$ cat src/rtl/rom_burst_reader.sv
// Synchronous pattern ROM with a burst-read sequencer.
// One start request streams a run of consecutive words over a valid/ready port.
//
// state    | meaning
// S_IDLE   | waiting for start; outputs hold their last values, out_valid low
// S_STREAM | presenting words; advancing on each accepted handshake
module rom_burst_reader #(
  parameter int ADDR_W = 4,
  parameter int DATA_W = 8
) (
  input  logic              clk,
  input  logic              rst_n,
  input  logic              start,
  input  logic [ADDR_W-1:0] start_addr,
  input  logic [ADDR_W-1:0] burst_len,
  output logic              busy,
  output logic              out_valid,
  input  logic              out_ready,
  output logic [DATA_W-1:0] data_out,
  output logic [ADDR_W-1:0] addr_out,
  output logic              last,
  output logic              done
);

  localparam int CNT_W = ADDR_W + 1;

  typedef enum logic {
    S_IDLE,
    S_STREAM
  } state_t;

  state_t            state, state_nx;
  logic [CNT_W-1:0]  count, count_nx;
  logic [CNT_W-1:0]  len_full;
  logic [ADDR_W-1:0] addr_nx, addr_inc;
  logic [DATA_W-1:0] data_nx;
  logic              last_nx, valid_nx, busy_nx, done_nx;
  logic              handshake;

  // Every nibble of a word carries the low four address bits.
  function automatic logic [DATA_W-1:0] rom_word(input logic [ADDR_W-1:0] a);
    logic [3:0]        nib;
    logic [DATA_W-1:0] w;
    nib = 4'(a);
    w   = '0;
    for (int i = 0; i < DATA_W / 4; i++) begin
      w[4*i +: 4] = nib;
    end
    return w;
  endfunction

  // A zero length requests the full depth, which needs the extra count bit.
  assign len_full  = (burst_len == '0) ? {1'b1, {ADDR_W{1'b0}}} : {1'b0, burst_len};
  assign addr_inc  = addr_out + ADDR_W'(1);
  assign handshake = out_valid & out_ready;

  always_comb begin
    state_nx = state;
    count_nx = count;
    addr_nx  = addr_out;
    data_nx  = data_out;
    last_nx  = last;
    valid_nx = out_valid;
    busy_nx  = busy;
    done_nx  = 1'b0;
    case (state)
      S_IDLE: begin
        if (start) begin
          state_nx = S_STREAM;
          addr_nx  = start_addr;
          data_nx  = rom_word(start_addr);
          count_nx = len_full;
          last_nx  = (len_full == CNT_W'(1));
          valid_nx = 1'b1;
          busy_nx  = 1'b1;
        end
      end
      S_STREAM: begin
        if (handshake) begin
          if (last) begin
            state_nx = S_IDLE;
            valid_nx = 1'b0;
            busy_nx  = 1'b0;
            done_nx  = 1'b1;
          end else begin
            addr_nx  = addr_inc;
            data_nx  = rom_word(addr_inc);
            count_nx = count - CNT_W'(1);
            last_nx  = (count == CNT_W'(2));
          end
        end
      end
      default: state_nx = S_IDLE;
    endcase
  end

  always_ff @(posedge clk) begin
    if (!rst_n) begin
      state     <= S_IDLE;
      count     <= '0;
      addr_out  <= '0;
      data_out  <= '0;
      last      <= 1'b0;
      out_valid <= 1'b0;
      busy      <= 1'b0;
      done      <= 1'b0;
    end else begin
      state     <= state_nx;
      count     <= count_nx;
      addr_out  <= addr_nx;
      data_out  <= data_nx;
      last      <= last_nx;
      out_valid <= valid_nx;
      busy      <= busy_nx;
      done      <= done_nx;
    end
  end

endmodule

$ cat config.mk
export PLATFORM = sky130hd
export DESIGN_NAME = rom_burst_reader
export DESIGN_NICKNAME = d
export VERILOG_FILES = /design/src/rtl/rom_burst_reader.sv
export SDC_FILE = /design/constraint.sdc
export NUM_CORES = 1
export LEC_CHECK = 0
export ABC_AREA = 1
export CAP_MARGIN = 20
export CORE_MARGIN = 3
export CORE_UTILIZATION = 48
export DETAILED_ROUTE_END_ITERATION = 12
export PLACE_DENSITY_LB_ADDON = 0.15
export SLEW_MARGIN = 10
export SYNTH_ARGS = -nofsm -noshare
export SYNTH_HDL_FRONTEND = slang
export SYNTH_SLANG_ARGS = --single-unit
$ cat constraint.sdc
create_clock -name clk -period 2.1 [get_ports clk]
set_input_delay 0.42 -clock clk [delete_from_list [all_inputs] [get_ports clk]]
set_output_delay 0.42 -clock clk [all_outputs]
set_load 0.01 [all_outputs]
==> results.yml, run 1 <==
cells_and_area:
  nets: 157
  synthToLayoutAreaGrowth_pct: 25.6
  diodes: 0
  drive_gt1_share_pct: 16.3
  fin_util_pct: 68.6
clock_tree:
  clk-insertion-delay-late_ns: 0.28
  cts_sinks: 13
  holdBufCountCts: 0
  cts_resized: 0
  cts_buffer_depth: 2
  h-tree-depth: 1
  clock-root-buffer: "clkbuf_4"
  cts_buffers: 3
  cts_tree: "done"
  cts_setup_buffers: 0
  cts.clk_slew.worst_paths_ns: 0.08
setup_path:
  cp.required_ns: 1.68
  worstPathMaxFanout: 8
  cp-start-kind: "flip-flop"
  cp-end-kind: "output pin"
  cp_num_cells: 1
  critPathMaxStageDelay_ns: 0.58
  r2r_cells: 6
  crit_type: "reg -> out"
  crit_path_top_delay_cell: "clkdlybuf4s50_1"
  critical_path.cell_chain: "clkdlybuf4s50_1"
  cp.arrival_ns: 1.32
  critPathBufInv: 1
  critical-path-top-delay-family: "buffers and inverters"
drt:
  routed-wl-met2_um: 851
  top_layer: "met4"
  wl_met1_um: 853
  drc_errors: 0
  firstDrtPassIters: 4
  drtAntennaViolNets: 0
  wl_met3_um: 89
  drt-initial-drc-count: 15
  finalWirelength_um: 1830
  vias: 830
  wire_per_inst_um: 11.1
  vias_per_cell: 5.03
job:
  drv_cap: 0
place:
  dp_hpwl_um: 1360
  io_buffers: 27
  routabilityCongestion: 0.805
yosys:
  synthTopCellsByCount: "26 x nand2_1, 13 x dfxtp_1, 12 x nor2_1"
  syn_area_per_cell_um2: 7.21
  synth_area_leaders: "dfxtp_1 30%, nand2_1 11%, buf_4 7.7%"
  synth_cell_types: 21
  yosysMostFrequentCell: "nand2_1"
  ys_warn_count: 0
  syn_inst: 122
  ys_seq_area_share_pct: 29.6
  yosysTopAreaCell: "dfxtp_1"
  synth_area_um2: 880
  synth_ff_type: "dfxtp_1"
  synth_edf_count: 0
  synth_top_area_share_pct: 29.6
  ys_async_sr_fraction_pct: 0
  ys_ff_latch: 13
  synthesis.nets: 137
timing:
  grt_setup_unrepaired: "no"
  finalCritPeriodShare_pct: 82.7
  fin_crit_ns: 1.74
  final.setup.tns_ns: 0
  fin_skew_ns: 0.00144
  relSlewSlack_pct: 67.9
  report.final.slew_viol_count: 0
  tightestPinTransition_ns: 0.480
  setup_viol: 0
  whs_ns: 0.506
  fmax_mhz: 576
  finalHoldViolCount: 0
grt:
  grt_max_degree: 14
  grt_pass1_vias: 750
  grt_pass1_wl_um: 3100
  antenna_found_initial: 0
  track_usage_pct: 16.3
  grt_overflow_total: 0
power_and_ir_drop:
  p_leak_nw: 0.459
  p_per_area_nw_per_um2: 736
  total_power_mw: 0.813
  vdd_drop_max_uv: 487
floorplanning:
  rows: 14
  die_y_um: 48.8
  io_pins: 28
  initial_core_util_pct: 54.6
  die_area_um2: 2380
  coreArea_um2: 1610
  die_w_um: 48.8
min_path:
  min_path_type: "reg -> reg"
  hold_depth: 2
status:
  status: "finished clean"
-- metal layers --
metal / global-route usage [%] / vias up
met4: 7.11 / 0
met2: 28.7 / 23
met5: 0 / -
met1: 18.7 / 378
li1: - / 424
met3: 3.36 / 5
-- power breakdown --
group	switching, mW	leakage, nW	total, mW	internal, mW
Sequential	0.0416	0.107	0.321	0.279
Clock	0.0838	0.0150	0.157	0.0737
Combinational	0.176	0.336	0.334	0.158
-- cells by family after synthesis --
logic type	after synthesis	synth area share, %
compound gates	22	15.9
buf+inv	24	17.9
simple gates	60	32.3
fa+ha+maj	3	4.27
flops	13	29.6
-- state kept, by name (all words and copies together), names as in the netlist --
signal	count
out_valid	1
last	1
done	1
data_out	4
count	5
state	1
-- area by class of cell --
cell class | count | area, um^2
multi-input combinational | 85 | 462
timing repair buffer | 28 | 278
fill | 141 | 507
tap | 24 | 30.0
sequential | 13 | 260
inverter | 11 | 48.8
clock buffer | 4 | 26.3
-- worst paths after layout --
path	slack, ns	to	startpoint
max	0.36	data_out[4]	data_out[4]$_SDFFE_PN0P_
min	0.51	count[2]$_SDFFE_PN0P_	count[2]$_SDFFE_PN0P_
max reg2reg	0.66	count[2]$_SDFFE_PN0P_	state$_SDFF_PN0_
min reg2reg	0.51	count[2]$_SDFFE_PN0P_	count[2]$_SDFFE_PN0P_
-- metrics by stage --
stage | cell area (um^2) | worst slack [ns] | std cells
5_1_grt | 1100 | 0.286 | 165
4_1_cts | 1100 | 0.350 | 165
3_5_place_dp | 1080 | 0.448 | 161
2_1_floorplan | 880 | 1.01 | 122
3_3_place_gp | 1080 | 0.496 | 161
6_report | 1100 | 0.363 | 165
-- worst register-to-register path: cells and delay by family, from the launching register on --
family	cells	cell delay (ns)
AO/OA/AOI/OAI	1	0.12
flip-flops	1	0.63
buffers and inverters	1	0.10
AND/OR/NAND/NOR	4	0.54
-- layout by cell type (no fill, tap or decap) --
cell type	count
clkbuf_1	1
nand2_4	4
o21ai_1	7
nand3_1	11
nor3_1	2
o21ai_2	2
inv_1	8
ha_1	3
clkbuf_4	3
inv_2	2
a21oi_1	4
nand2_1	26
nor2_1	12
nand2_2	4
o21ai_0	3
a21oi_2	6
nand4_1	1
dfxtp_1	13
clkdlybuf4s50_1	27
inv_8	1
buf_4	1
No activity file was read; power rests on OpenSTA's default activity.
==> run 2, diff against run 1 <==
--- a/config.mk
+++ b/config.mk
@@ -7,8 +7,9 @@
 export LEC_CHECK = 0
 export ABC_AREA = 1
 export CAP_MARGIN = 20
+export CORE_ASPECT_RATIO = 0.7
 export CORE_MARGIN = 3
-export CORE_UTILIZATION = 48
+export CORE_UTILIZATION = 45
 export DETAILED_ROUTE_END_ITERATION = 12
 export PLACE_DENSITY_LB_ADDON = 0.15
 export SLEW_MARGIN = 10
==> constraint.sdc (replaced) <==
create_clock -name clk -period 1.6 [get_ports clk]
set_input_delay 0.32 -clock clk [delete_from_list [all_inputs] [get_ports clk]]
set_output_delay 0.32 -clock clk [all_outputs]
set_load 0.01 [all_outputs]
==> results.yml, run 2 (synthesized netlist as in run 1, its figures left out) <==
setup_path:
  crit_type: "reg -> out"
  worstPathMaxFanout: 7
  r2r_start: "state$_SDFF_PN0_"
  cp.arrival_ns: 1.24
  critPathBufInv: 1
  cp-start-kind: "flip-flop"
  worstReg2RegEnd: "data_out[6]$_SDFFE_PN0P_"
  cp-end-kind: "output pin"
  r2r_cells: 8
  critPathMaxStageDelay_ns: 0.56
  crit_path_top_delay_cell: "clkdlybuf4s50_1"
  r2r_slack_ns: 0.26
  critical-path-top-delay-family: "buffers and inverters"
  cp.required_ns: 1.28
  critical_path.cell_chain: "clkdlybuf4s50_1"
floorplanning:
  rows: 12
  initial_core_util_pct: 51.4
  die_w_um: 58.8
  die_area_um2: 2530
  coreArea_um2: 1710
  die_y_um: 43.0
  io_pins: 28
place:
  routabilityCongestion: 0.792
  place_ws_ns: 0.0490
  io_buffers: 27
  dp_hpwl_um: 1510
timing:
  fin_crit_ns: 1.56
  finalHoldViolCount: 0
  fmax_mhz: 640
  setup_viol: 0
  tightestPinTransition_ns: 0.370
  worst_slack_ns: 0.0376
  relSlewSlack_pct: 75.3
  whs_ns: 0.493
  fin_skew_ns: 0.00994
  report.final.slew_viol_count: 0
  finalCritPeriodShare_pct: 97.6
cells_and_area:
  final_cell_mix: "26 x nand2_1, 23 x clkdlybuf4s50_1, 12 x nor2_1, 11 x nand3_1, 9 x dfxtp_1"
  largest-register: "count"
  synthToLayoutAreaGrowth_pct: 29.4
  final_common_cell: "nand2_1"
  largest_register_ffs: 5
  drive_gt1_share_pct: 20.8
  nets: 160
  fin_util_pct: 66.5
  diodes: 0
  top_regs: "count x5, data_out x4"
clock_tree:
  cts_buffers: 3
  h-tree-depth: 1
  clock-root-buffer: "clkbuf_4"
  clk-insertion-delay-late_ns: 0.28
  cts_sinks: 13
  cts.clk_slew.worst_paths_ns: 0.09
  cts_tree: "done"
  cts_buffer_depth: 2
power_and_ir_drop:
  vdd_drop_max_uv: 675
  combPwrFrac_pct: 42.2
  power_frac_clock_pct: 19.1
  p_seq_share_pct: 38.6
  total_power_mw: 1.09
  swShare_pct: 37.4
  p_int_mw: 0.681
  p_leak_nw: 0.535
  p_per_area_nw_per_um2: 956
  power_switching_mw: 0.407
drt:
  firstDrtPassIters: 5
  wire_per_inst_um: 12.4
  drc_errors: 0
  drtAntennaViolNets: 0
  vias_per_cell: 5.06
  drt-initial-drc-count: 40
  finalWirelength_um: 2040
  vias: 835
grt:
  grt_pass1_vias: 752
  track_usage_pct: 16.9
  antenna_found_initial: 0
  grt_pass1_wl_um: 3290
  grt_max_degree: 14
  grt_overflow_total: 0
min_path:
  whs_endpoint: "count[3]$_SDFFE_PN0P_"
  hold_start: "count[3]$_SDFFE_PN0P_"
  min_path_type: "reg -> reg"
  hold_depth: 2
job:
  drv_cap: 0
status:
  status: "finished clean"
-- run 2: cell types whose count changed in the layout (fill, tap and decap cells not counted), sizes merged --
| cell | delta |
|---|---|
| dlymetal6s2s | +4 |
| clkdlybuf4s50 | -4 |
| buf | +3 |
-- run 2: repair_timing --
item	CTS	global route
gates resized for setup	3	5
hold buffers	0	0
setup buffers	0	0
endpoints found under the setup margin	8	6
-- run 2: layout make-up --
cell class,instances,area (um^2)
sequential,13,265
inverter,11,48.8
fill,144,573
tap,21,26.3
timing repair buffer,31,310
clock buffer,4,26.3
multi-input combinational,85,462
-- run 2: through the flow --
stage,instances,instance area (um^2),setup TNS [ns]
after detailed placement,161,1100,0
final,165,1140,0
after floorplan,122,880,0
after global placement,161,1100,0
after global routing,165,1140,-0.00396
after CTS,165,1130,0
-- run 2: metal layers --
layer	part of all wire, %	up-vias	routed length, um	global-route usage [%]
met5	0	-	0	0
li1	-	428	-	-
met4	0.69	0	14	4.07
met1	45	379	913	22.3
met3	6.9	2	140	6.38
met2	48	26	971	25.8
-- run 2: worst max-delay path by stage --
stage / startpoint / endpoint / slack, ns / depth (start not counted)
after floorplan: data_out[4]$_SDFFE_PN0P_ / data_out[5]$_SDFFE_PN0P_ / 0.51 / 5
after global placement: out_ready / data_out[6]$_SDFFE_PN0P_ / 0.11 / 8
after detailed placement: out_ready / count[2]$_SDFFE_PN0P_ / 0.05 / 8
after CTS: out_valid$_SDFFE_PN0P_ / out_valid / 0.007 / 1
after global routing: data_out[5]$_SDFFE_PN0P_ / addr_out[1] / -0.004 / 1
final: data_out[5]$_SDFFE_PN0P_ / addr_out[1] / 0.04 / 1
-- run 2: power by group through the flow --
stage / sequential [mW] / clock [mW] / combinational (mW)
after floorplan: 0.420 / 0 / 0.335
after global placement: 0.421 / 0 / 0.452
after detailed placement: 0.425 / 0 / 0.458
after CTS: 0.420 / 0.212 / 0.462
after global routing: 0.429 / 0.231 / 0.508
final: 0.420 / 0.208 / 0.460
